$ cat src/rtl/td4_run_ctrl.sv
// Run/load sequencer for the TD4 CPU: loads program memory with the CPU held in reset,
// then issues per-instruction clock enables in free-run or single-step mode with a PC breakpoint.
module td4_run_ctrl #(
  parameter int ADDR_W = 4,
  parameter int DATA_W = 8,
  parameter int DIV_W  = 8
) (
  input  logic              clk,
  input  logic              rst_n,
  input  logic              load_req,
  input  logic              wr_strobe,
  input  logic [DATA_W-1:0] wr_data,
  input  logic              run,
  input  logic              step,
  input  logic              bp_en,
  input  logic [ADDR_W-1:0] bp_addr,
  input  logic [DIV_W-1:0]  div,
  input  logic [ADDR_W-1:0] pc,
  output logic [ADDR_W-1:0] mem_addr,
  output logic [DATA_W-1:0] mem_wdata,
  output logic              mem_we,
  output logic              cpu_en,
  output logic              cpu_rst_n,
  output logic [1:0]        state,
  output logic              halted,
  output logic [DIV_W-1:0]  insn_cnt
);

  typedef enum logic [1:0] {
    ST_IDLE = 2'b00,
    ST_LOAD = 2'b01,
    ST_RUN  = 2'b10,
    ST_BRK  = 2'b11
  } state_t;

  state_t            state_r;
  logic              step_q_r;
  logic              exempt_r;
  logic [ADDR_W-1:0] load_addr_r;
  logic [DIV_W-1:0]  div_cnt_r;

  logic              step_edge_s;
  logic              load_entry_s;
  logic              issue_s;
  logic              bp_hit_s;
  logic [DIV_W-1:0]  cnt_sat_s;

  assign state = state_r;

  // Decode of edges, issue points and the saturating counter increment.
  always_comb begin
    step_edge_s  = step & ~step_q_r;
    load_entry_s = load_req & (state_r != ST_LOAD);
    // >= rather than == keeps the divider bounded if div shrinks mid-run
    issue_s      = (div_cnt_r >= div);
    bp_hit_s     = bp_en & (pc == bp_addr) & ~exempt_r;
    if (insn_cnt == {DIV_W{1'b1}}) begin
      cnt_sat_s = insn_cnt;
    end else begin
      cnt_sat_s = insn_cnt + DIV_W'(1);
    end
  end

  // Sequencer state machine with registered outputs.
  always_ff @(posedge clk or negedge rst_n) begin
    if (!rst_n) begin
      state_r     <= ST_IDLE;
      step_q_r    <= 1'b0;
      exempt_r    <= 1'b0;
      load_addr_r <= ADDR_W'(0);
      div_cnt_r   <= DIV_W'(0);
      mem_addr    <= ADDR_W'(0);
      mem_wdata   <= DATA_W'(0);
      mem_we      <= 1'b0;
      cpu_en      <= 1'b0;
      cpu_rst_n   <= 1'b0;
      halted      <= 1'b0;
      insn_cnt    <= DIV_W'(0);
    end else begin
      step_q_r <= step;
      mem_we   <= 1'b0;
      cpu_en   <= 1'b0;
      if (load_entry_s) begin
        // load_req wins from every non-LOAD state
        state_r     <= ST_LOAD;
        cpu_rst_n   <= 1'b0;
        halted      <= 1'b0;
        insn_cnt    <= DIV_W'(0);
        load_addr_r <= ADDR_W'(0);
        div_cnt_r   <= DIV_W'(0);
      end else begin
        case (state_r)
          ST_IDLE: begin
            cpu_rst_n <= 1'b1;
            halted    <= 1'b0;
            if (run) begin
              state_r   <= ST_RUN;
              div_cnt_r <= DIV_W'(0);
              exempt_r  <= 1'b1;
            end else if (step_edge_s) begin
              cpu_en   <= 1'b1;
              insn_cnt <= cnt_sat_s;
            end
          end
          ST_LOAD: begin
            cpu_rst_n <= 1'b0;
            if (wr_strobe) begin
              mem_we      <= 1'b1;
              mem_addr    <= load_addr_r;
              mem_wdata   <= wr_data;
              load_addr_r <= load_addr_r + ADDR_W'(1);
            end
            if (!load_req) begin
              state_r   <= ST_IDLE;
              cpu_rst_n <= 1'b1;
            end
          end
          ST_RUN: begin
            if (!run) begin
              state_r   <= ST_IDLE;
              div_cnt_r <= DIV_W'(0);
            end else if (issue_s) begin
              div_cnt_r <= DIV_W'(0);
              exempt_r  <= 1'b0;
              if (bp_hit_s) begin
                state_r <= ST_BRK;
                halted  <= 1'b1;
              end else begin
                cpu_en   <= 1'b1;
                insn_cnt <= cnt_sat_s;
              end
            end else begin
              div_cnt_r <= div_cnt_r + DIV_W'(1);
            end
          end
          ST_BRK: begin
            if (step_edge_s) begin
              cpu_en   <= 1'b1;
              insn_cnt <= cnt_sat_s;
              state_r  <= ST_IDLE;
              halted   <= 1'b0;
            end else if (!run) begin
              state_r <= ST_IDLE;
              halted  <= 1'b0;
            end
          end
          default: begin
            state_r <= ST_IDLE;
            halted  <= 1'b0;
          end
        endcase
      end
    end
  end

endmodule

$ cat config.mk
export PLATFORM = sky130hd
export DESIGN_NAME = td4_run_ctrl
export DESIGN_NICKNAME = d
export VERILOG_FILES = /design/src/rtl/td4_run_ctrl.sv
export SDC_FILE = /design/constraint.sdc
export NUM_CORES = 1
export LEC_CHECK = 0
export ABC_CLOCK_PERIOD_IN_PS = 6150
export BUFFER_PORTS_ARGS = -buffer_cell sky130_fd_sc_hd__buf_2
export CELL_PAD_IN_SITES_DETAIL_PLACEMENT = 0
export CELL_PAD_IN_SITES_GLOBAL_PLACEMENT = 2
export CORE_ASPECT_RATIO = 2
export CORE_UTILIZATION = 34
export DETAILED_ROUTE_END_ITERATION = 7
export PLACE_DENSITY = 0.86
export SLEW_MARGIN = 40
export SYNTH_ARGS = -nofsm -noshare
export SYNTH_HDL_FRONTEND = slang
export SYNTH_SLANG_ARGS = --single-unit
$ cat constraint.sdc
create_clock -name clk -period 6.15 [get_ports clk]
set_input_delay 0.3075 -clock clk [delete_from_list [all_inputs] [get_ports clk]]
set_output_delay 0.3075 -clock clk [all_outputs]
set_load 0.01 [all_outputs]
==> run_results.csv, run 1 <==
group,metric,value,unit
worst_setup_path,start_kind,"flip-flop",
sta,tns,0,ns
synth,synth_commonest_cells,"nand2_1, dfrtp_1, o21ai_0",
sta,period_share,0.447,
synth,synth_flop_cell,"dfrtp_1",
layout,areaGrowthSynthToFinish,21.7,%
drt,wl_per_cell,13.0,um
synth,yosys_warnings,0,
global_route,grt_usage,0.159,
sta,clock_skew,0.00162,ns
global_route,overflow,0,
floorplan,die_y,117,um
synth,synth_area_leaders,"dfrtp_1, nand2_1, ha_1, o21ai_0, inv_1",
synth,synth-seq-cells,40,
global_route,grt_pass1_vias,1820,
placement,dp.cells,378,
drt,vias,1911,
sta,grt_setup_unrepaired,"no",
worst_setup_path,end_kind,"flip-flop",
synth,synth_area_per_cell,9.08,sq um
synth,synth_edf_count,0,
cts,cts_sinks,40,
worst_setup_path,reg2reg_depth,8,
global_route,global_route.usage.met1,0.167,
global_route,grt_util_met2,0.302,
drt,vias_per_cell,4.95,
sta,post-route-min-period,2.75,ns
synth,postSynthCellCount,246,
power,power_density,259,mW/mm^2
cts,path_clk_slew,0.06,ns
synth,synthesis.nets,288,
synth,post-synth-top-area-cell,"dfrtp_1",
synth,ys_types,47,
floorplan,die-width,59.3,um
cts,cts_hold_buf,0,
worst_setup_path,path_class,"flip-flop to flip-flop",
synth,yosysMostFrequentCell,"nand2_1",
worst_setup_path,worstPathRequired,6.32,ns
layout,finalNetCount,341,
global_route,use_met3,0.0210,
cts,clk_latency,0.28,ns
sta,max_freq,364,MHz
floorplan,core_area,0.00631,sq mm
floorplan,die_area,0.00692,sq mm
drt,routed_wl,5020,um
drt,post-route-drc-count,0,
sta,hold_viol,0,
synth,synth_async_sr_flop_share,1.00,
floorplan,io_pins,57,
cts,cts_setup_buffers,0,
synth,synth_top_area_frac,0.448,
outcome,outcome,"completed",
synth,seq_area_frac_synth,0.448,
drt,antenna_left,0,
drt,drt_iter0_markers,78,
cts,post_cts_resized,0,
layout,layout-drive-gt1-share,0.253,
cts,root_buffer,"clkbuf_16",
worst_setup_path,crit_arrival,2.92,ns
placement,io_buffers,56,
sta,maxSlewHeadroom,0.544,
placement,hpwl,3780,um
hold_path,hold_path.class,"input port to async pin",
global_route,antenna_found_initial,0,
synth,netlist_area,0.00223,sq mm
cts,htree_levels,2,
placement,place_congestion,0.768,
sta,worstMarginPinSlew,0.679,ns
cts,cts_buffers,5,
global_route,busiest_layer,"met2",
worst_setup_path,crit_fanout,8,
global_route,grt_pass1_wl,8280,um
layout,layout.cells.non_filler,386,
power,power.leakage,1.39,nW
floorplan,initial_core_util,0.354,
layout,antenna_cells,0,
power,ir_drop,142,uV
flow_run,drv_cap,0,
sta,slew_viol_final,0,
cts,cts_tree,"yes",
sta,setup_viol,0,
drt,dr.pass1.iters,4,
floorplan,rows,41,
cts,cts.path.max_buffers,2,
global_route,grt_max_degree,41,
## logic make-up after synthesis
family / after synthesis / share of synthesized area
AO/OA/AOI/OAI: 58 / 0.201
buffers and inverters: 27 / 0.0537
AND/OR/NAND/NOR: 104 / 0.209
adder cells (fa/ha/maj): 11 / 0.0616
multiplexers: 2 / 0.0112
XOR/XNOR: 4 / 0.0157
flip-flops: 40 / 0.448
## per-stage QoR
stage / total power [mW] / hold WS [ns] / worst slack [ns] / util / area, sq um
floorplan: 0.401 / 0.0119 / 3.76 / - / 2230
global placement: 0.455 / 0.440 / 3.43 / 0.407 / 2570
detailed placement: 0.458 / 0.328 / 3.41 / 0.407 / 2570
CTS: 0.713 / 0.0245 / 3.40 / 0.430 / 2710
global route: 0.744 / 0.0453 / 3.23 / 0.431 / 2720
finish: 0.704 / 0.00170 / 3.40 / 0.431 / 2720
## report_power, final
part	total, mW	switching [mW]	internal (mW)
Sequential	0.321	0.0281	0.292
Clock	0.254	0.104	0.149
Combinational	0.130	0.0719	0.0579
## per-layer routing
layer | share of wire | wire length [um]
met4 | 0.019 | 96
met2 | 0.56 | 2830
met1 | 0.39 | 1970
met3 | 0.025 | 126
met5 | 0 | 0
## path summary, 6_finish.rpt
| check | startpoint | to | slack, ns |
|---|---|---|---|
| setup / recovery | div_cnt_r[0] | insn_cnt[0] | 3.40 |
| hold / removal | rst_n | mem_wdata[7] | 0.002 |
| setup reg to reg | div_cnt_r[0] | insn_cnt[0] | 3.40 |
| hold reg to reg | mem_wdata[1] | mem_wdata[1] | 0.47 |
| max in group asynchronous | rst_n | cpu_en | 5.80 |
| min in group clk | step | step_q_r | 0.15 |
## layout by cell type, fill, tap and decap left out, types with 2 or more instances in the layout
cell and instances:
a21oi_1 5, and3_1 4, buf_2 55, clkbuf_16 5, clkinv_2 2, dfrtp_1 40
ha_1 11, inv_1 17, nand2_1 65, nand2b_1 4, nand3_1 9, nand4_1 2
nor2_1 8, nor2b_1 2, nor3_1 3, o21a_1 2, o21ai_0 25, o31ai_1 5
o41ai_1 3, o41ai_2 3, xor2_1 3
## registers in the layout (all words and copies together), names as in the netlist
signal and cells:
cpu_en 1, step_q_r 1, load_addr_r 4, insn_cnt 8
mem_we 1, mem_wdata 8, exempt_r 1, mem_addr 4
div_cnt_r 8, cpu_rst_n 1, state 2, halted 1
## worst max-delay path, cell delays in order, from the launching register on
cell and delay (ns):
dfrtp_1 0.42, inv_1 0.06, ha_1 0.26, nand2b_4 0.15
a2111oi_4 0.49, o21ai_4 0.14, a311oi_4 0.35, nand2b_1 0.42
mux2_4 0.33
## layout make-up
cell class / instances / area (sq um)
inverter: 17 / 63.8
clock inverter: 3 / 18.8
tap: 86 / 108
sequential: 40 / 1000
timing repair buffer: 56 / 283
clock buffer: 5 / 125
fill: 683 / 3590
multi-input combinational: 179 / 1120
(Power assumes the default switching activity.)
==> run 2: changes to the inputs <==
--- a/config.mk
+++ b/config.mk
@@ -5,14 +5,15 @@
 export SDC_FILE = /design/constraint.sdc
 export NUM_CORES = 1
 export LEC_CHECK = 0
-export ABC_CLOCK_PERIOD_IN_PS = 6150
+export ABC_AREA = 1
+export ABC_CLOCK_PERIOD_IN_PS = 2450
 export BUFFER_PORTS_ARGS = -buffer_cell sky130_fd_sc_hd__buf_2
 export CELL_PAD_IN_SITES_DETAIL_PLACEMENT = 0
 export CELL_PAD_IN_SITES_GLOBAL_PLACEMENT = 2
 export CORE_ASPECT_RATIO = 2
-export CORE_UTILIZATION = 34
+export CORE_UTILIZATION = 27
 export DETAILED_ROUTE_END_ITERATION = 7
-export PLACE_DENSITY = 0.86
+export PLACE_DENSITY = 0.77
 export SLEW_MARGIN = 40
 export SYNTH_ARGS = -nofsm -noshare
 export SYNTH_HDL_FRONTEND = slang
==> constraint.sdc (replaced) <==
create_clock -name clk -period 2.45 [get_ports clk]
set_input_delay 0.1225 -clock clk [delete_from_list [all_inputs] [get_ports clk]]
set_output_delay 0.1225 -clock clk [all_outputs]
set_load 0.01 [all_outputs]
==> run_results.csv, run 2 <==
group,metric,value,unit
outcome,outcome,"completed",
sta,max_freq,486,MHz
floorplan,initial_core_util,0.282,
drt,vias_per_cell,4.50,
worst_setup_path,path_class,"flip-flop to flip-flop",
synth,yosysMostFrequentCell,"nand2_1",
power,fin_total_pwr,2.56,mW
sta,period_share,0.839,
synth,ys_types,28,
synth,netlist_area,0.00226,sq mm
worst_setup_path,worstPathRequired,2.63,ns
synth,synth_async_sr_flop_share,1.00,
worst_setup_path,cpMostUsedCell,"nand2_1",
cts,root_buffer,"clkbuf_16",
synth,synth_area_per_cell,7.60,sq um
cts,cts_tree,"yes",
drt,routed_wl,5780,um
sta,maxSlewHeadroom,0.657,
sta,hold_ws,0.0309,ns
worst_setup_path,path_cells,"ha_1, nand2_1, nor2_1, nand4_1, nand3_1, nand2_1, nand2_1, nand2_4, nand2_1, nand2_1",
flow_run,drv_cap,0,
cts,path_clk_slew,0.06,ns
sta,setup_viol,0,
layout,antenna_cells,0,
drt,dr.pass1.iters,4,
sta,worstMarginPinSlew,0.514,ns
drt,drt_iter0_markers,48,
placement,hpwl,4400,um
layout,stdcell_area,0.00284,sq mm
synth,seq_area_frac_synth,0.444,
drt,post-route-drc-count,0,
floorplan,io_pins,57,
floorplan,core_area,0.00800,sq mm
placement,dpl_cell_area,0.00266,sq mm
sta,clock_skew,0.00555,ns
synth,synth-seq-cells,40,
synth,yosys_warnings,0,
drt,antenna_left,0,
floorplan,die_area,0.00875,sq mm
global_route,overflow,0,
hold_path,hold_path.class,"input port to flip-flop",
sta,tns,0,ns
drt,vias,2058,
placement,io_buffers,56,
global_route,grt_usage,0.146,
power,ir_drop,682,uV
layout,finalNetCount,402,
worst_setup_path,crit_fanout,11,
worst_setup_path,timing.critical_path.slowest_cell_delay,0.43,ns
placement,place_congestion,0.787,
synth,synth_flop_cell,"dfrtp_1",
cts,cts.path.max_buffers,2,
global_route,grt_pass1_vias,2035,
cts,htree_levels,2,
worst_setup_path,crit_arrival,2.23,ns
power,power_density,901,mW/mm^2
floorplan,die-width,66.6,um
layout,layout_common_cells,"nand2_1, buf_2, dfrtp_1",
layout,layout-drive-gt1-share,0.216,
synth,synth_commonest_cells,"nand2_1, dfrtp_1, inv_1",
synth,synth_area_leaders,"dfrtp_1, nand2_1, ha_1, inv_1, nand3_1",
synth,postSynthCellCount,297,
global_route,antenna_found_initial,0,
worst_setup_path,crit_slowest_cell,"dfrtp_1",
global_route,grt_max_degree,41,
sta,slew_viol_final,0,
synth,synthesis.nets,339,
cts,cts_buffers,5,
worst_setup_path,start_kind,"flip-flop",
worst_setup_path,end_kind,"flip-flop",
sta,grt_setup_unrepaired,"no",
synth,synth_edf_count,0,
sta,post-route-min-period,2.06,ns
drt,wl_per_cell,12.6,um
layout,areaGrowthSynthToFinish,25.8,%
layout,reg_top3,"div_cnt_r (8), insn_cnt (8), mem_wdata (8)",
synth,synth_top_area_frac,0.444,
cts,cts_setup_buffers,0,
floorplan,die_y,131,um
synth,post-synth-top-area-cell,"dfrtp_1",
floorplan,rows,46,
layout,nFillCells,880,
layout,final_common_cell,"nand2_1",
power,power.leakage,1.58,nW
cts,clk_latency,0.29,ns
global_route,grt_pass1_wl,9600,um
sta,hold_viol,0,
cts,cts_sinks,40,
run 2: cell count changes after synthesis, sizes merged, moves of 5 or more:
cell	change
inv	+21
nand2	+35
clkbuf	-5
o21ai	-17
a21oi	+12
o41ai	-6
nor2	+22
nand2b	-5
nand3	+16
run 2: final timing paths:
check	cells after the start	startpoint	endpoint	slack (ns)
setup / recovery	10	div_cnt_r[6]	insn_cnt[5]	0.39
hold / removal	3	wr_data[4]	mem_wdata[4]	0.03
setup reg to reg	10	div_cnt_r[6]	insn_cnt[5]	0.39
hold reg to reg	1	load_addr_r[3]	load_addr_r[3]	0.48
max in group asynchronous	2	rst_n	insn_cnt[3]	1.74
min in group asynchronous	2	rst_n	load_addr_r[1]	0.36
run 2: worst max-delay path: cells and delay by family, from the launching register on:
kind	cells	cell delay, ns
adder cells (fa/ha/maj)	1	0.29
AND/OR/NAND/NOR	9	1.22
flip-flops	1	0.43
run 2: cell type report:
| type | count | area (sq um) | area share |
|---|---|---|---|
| clock buffers | 6 | 129 | 0.0454 |
| clock inverters | 2 | 35.0 | 0.0123 |
| inverters | 38 | 143 | 0.0502 |
| multi-input cells | 215 | 1090 | 0.385 |
| flip-flops and latches | 40 | 1000 | 0.353 |
| well taps | 96 | 120 | 0.0423 |
| repair buffers | 60 | 318 | 0.112 |
run 2: routing by layer:
layer | vias up | part of all wire | global-route usage
li1 | 1067 | - | -
met3 | 7 | 0.038 | 0.0365
met1 | 942 | 0.38 | 0.153
met2 | 42 | 0.56 | 0.266
met5 | - | 0 | 0
met4 | 0 | 0.020 | 0.0556
run 2: cells by family (layout without fill, tap and decap cells):
family / Yosys count / count (layout) / share of synthesized area
compound gates: 32 / 32 / 0.0782
xor+xnor: 5 / 5 / 0.0194
fa+ha+maj: 11 / 11 / 0.0610
buf+inv: 42 / 106 / 0.0715
flops: 40 / 40 / 0.444
simple gates: 167 / 167 / 0.326
run 2: repair_timing:
| item | CTS | global route |
|---|---|---|
| resized for setup | 0 | 0 |
| endpoints found under the hold margin | 41 | 0 |
| hold buffers | 2 | 0 |
run 2: per-stage QoR:
step,utilization,setup WS (ns),instances
after floorplan,-,0.750,297
after global placement,0.332,0.369,447
after detailed placement,0.332,0.350,447
after CTS,0.355,0.352,457
after global routing,0.355,0.194,457
final,0.355,0.393,457
run 2: power breakdown:
part | switching, mW | internal [mW]
sequential | 0.122 | 0.805
clock | 0.259 | 0.479
combinational | 0.583 | 0.311
total | 0.964 | 1.59
==> run 3: changes to the inputs <==
--- a/config.mk
+++ b/config.mk
@@ -6,14 +6,14 @@
 export NUM_CORES = 1
 export LEC_CHECK = 0
 export ABC_AREA = 1
-export ABC_CLOCK_PERIOD_IN_PS = 2450
+export ABC_CLOCK_PERIOD_IN_PS = 1980
 export BUFFER_PORTS_ARGS = -buffer_cell sky130_fd_sc_hd__buf_2
 export CELL_PAD_IN_SITES_DETAIL_PLACEMENT = 0
 export CELL_PAD_IN_SITES_GLOBAL_PLACEMENT = 2
 export CORE_ASPECT_RATIO = 2
-export CORE_UTILIZATION = 27
+export CORE_UTILIZATION = 29
 export DETAILED_ROUTE_END_ITERATION = 7
-export PLACE_DENSITY = 0.77
+export PLACE_DENSITY = 0.79
 export SLEW_MARGIN = 40
 export SYNTH_ARGS = -nofsm -noshare
 export SYNTH_HDL_FRONTEND = slang
==> constraint.sdc (replaced) <==
create_clock -name clk -period 1.98 [get_ports clk]
set_input_delay 0.099 -clock clk [delete_from_list [all_inputs] [get_ports clk]]
set_output_delay 0.099 -clock clk [all_outputs]
set_load 0.01 [all_outputs]
==> run_results.csv, run 3 (same netlist as run 2, synthesis figures left out) <==
group,metric,value,unit
outcome,outcome,"completed",
floorplan,die-width,64.4,um
cts,clk_latency,0.28,ns
sta,hold_viol,0,
layout,layout-drive-gt1-share,0.245,
cts,cts_sinks,40,
power,power.leakage,1.63,nW
drt,vias,2122,
floorplan,io_pins,57,
layout,layout_common_cells,"nand2_1, buf_2, dfrtp_1",
placement,io_buffers,56,
sta,setup_slack,0.213,ns
worst_setup_path,timing.critical_path.slowest_cell_delay,0.38,ns
worst_setup_path,worstPathRequired,2.18,ns
cts,htree_levels,2,
placement,pre_cts_ws,0.0500,ns
power,switching_power,1.19,mW
layout,layout.cells.non_filler,465,
placement,hpwl,4390,um
global_route,grt_pass1_wl,9740,um
floorplan,core_area,0.00754,sq mm
worst_setup_path,end_kind,"flip-flop",
worst_setup_path,crit_fanout,4,
cts,cts_tree,"yes",
cts,cts_buffers,5,
cts,root_buffer,"clkbuf_16",
drt,post-route-drc-count,0,
hold_path,hold_path.class,"input port to flip-flop",
placement,place_congestion,0.764,
drt,vias_per_cell,4.56,
worst_setup_path,crit_family,"simple AND/OR/NAND/NOR gates",
layout,antenna_cells,0,
floorplan,die_area,0.00816,sq mm
sta,clock_skew,0.00719,ns
worst_setup_path,rr_endpoint,"div_cnt_r[5]",
layout,reg_top3,"div_cnt_r (8), insn_cnt (8), mem_wdata (8)",
global_route,grt_max_degree,41,
layout,seq_area,0.00100,sq mm
sta,post-route-min-period,1.77,ns
sta,grt_setup_unrepaired,"no",
floorplan,initial_core_util,0.299,
global_route,antenna_found_initial,0,
hold_path,holdPathEnd,"mem_wdata[5]",
layout,finalNetCount,412,
sta,max_freq,566,MHz
power,power_density,1070,mW/mm^2
power,p_int,1.92,mW
flow_run,drv_cap,0,
hold_path,holdPathStages,3,
worst_setup_path,path_class,"flip-flop to flip-flop",
cts,path_clk_slew,0.06,ns
power,power_frac_seq,0.365,
worst_setup_path,crit_buf_inv,1,
sta,tns,0,ns
floorplan,rows,45,
global_route,grt_pass1_vias,2137,
sta,slew_viol_final,0,
power,ir_drop,655,uV
placement,dp.cells,455,
layout,nFillCells,842,
worst_setup_path,reg2reg_depth,9,
sta,worstMarginPinSlew,0.528,ns
worst_setup_path,r2r_start,"div_cnt_r[5]",
layout,final_common_cell,"nand2_1",
sta,setup_viol,0,
worst_setup_path,crit_arrival,1.97,ns
worst_setup_path,cpMostUsedCell,"nor2_1",
worst_setup_path,path_cells,"ha_1, a21oi_1, nor2_1, nor2_1, nand3_1, nor2_1, buf_4, nand3_1, a21oi_1",
drt,drt_iter0_markers,42,
cts,cts_setup_buffers,0,
power,p_clk_frac,0.260,
drt,dr.pass1.iters,4,
layout,finish.utilization,0.385,
layout,areaGrowthSynthToFinish,28.7,%
worst_setup_path,ff2ff_setup_slack,0.21,ns
drt,wl_per_cell,12.1,um
drt,routed_wl,5630,um
global_route,overflow,0,
power,p_comb_frac,0.375,
sta,period_share,0.892,
layout,multi_input_area,0.00110,sq mm
cts,cts.path.max_buffers,2,
worst_setup_path,crit_slowest_cell,"dfrtp_1",
power,switching_share,0.381,
sta,maxSlewHeadroom,0.648,
hold_path,hold_start,"wr_data[5]",
floorplan,die_y,127,um
worst_setup_path,start_kind,"flip-flop",
global_route,grt_usage,0.153,
drt,antenna_left,0,
run 3: routing by layer:
layer | up-vias | share of wire | routed length (um) | GRT usage
li1 | 1087 | - | - | -
met1 | 974 | 0.38 | 2150 | 0.153
met2 | 49 | 0.55 | 3120 | 0.300
met3 | 12 | 0.037 | 208 | 0.0243
met4 | 0 | 0.028 | 155 | 0.0588
met5 | - | 0 | 0 | 0
run 3: area by class of cell:
cell class              instances  area share
clock buffers                   6      0.0478
clock inverters                 2     0.00345
inverters                      38      0.0491
multi-input cells             215       0.380
flip-flops and latches         40       0.345
well taps                      94      0.0405
repair buffers                 70       0.134
run 3: how the worst max path moves through the flow:
stage                  from  slack [ns]           end  cells after the start
2_1_floorplan  div_cnt_r[7]        0.28        halted                     11
5_1_grt            state[1]       0.001   insn_cnt[1]                      9
4_1_cts        div_cnt_r[7]        0.03   insn_cnt[7]                     10
3_3_place_gp   div_cnt_r[6]        0.10   insn_cnt[6]                     10
6_report       div_cnt_r[5]        0.21  div_cnt_r[5]                      9
3_5_place_dp   div_cnt_r[7]        0.05   insn_cnt[2]                     10
run 3: per-stage QoR:
step           total power [mW]  cell area [sq um]  hold slack [ns]
5_1_grt                    3.36               2900           0.0176
2_1_floorplan              1.86               2260           -0.197
3_5_place_dp               2.31               2730            0.205
3_3_place_gp               2.30               2730            0.210
6_report                   3.11               2900          0.00646
4_1_cts                    3.15               2890          0.00758
run 3: worst reg2reg max path, delay by kind of cell, from the launching register on:
| family | cells | cell delay, ns |
|---|---|---|
| AO/OA/AOI/OAI | 2 | 0.31 |
| flip-flops | 1 | 0.38 |
| buffers and inverters | 1 | 0.16 |
| adder cells (fa/ha/maj) | 1 | 0.29 |
| AND/OR/NAND/NOR | 5 | 0.56 |
run 3: power groups by stage:
stage               combinational [mW]  clock (mW)  sequential [mW]
floorplan                        0.652           0             1.21
global placement                  1.15           0             1.15
detailed placement                1.16           0             1.15
CTS                               1.17       0.839             1.14
global route                      1.34       0.858             1.16
finish                            1.17       0.808             1.14
run 3: what timing repair did:
item,4_1_cts,5_1_grt
gates resized for setup,0,3
hold buffers,2,0
hold endpoints to repair,41,0
setup endpoints to repair,0,10
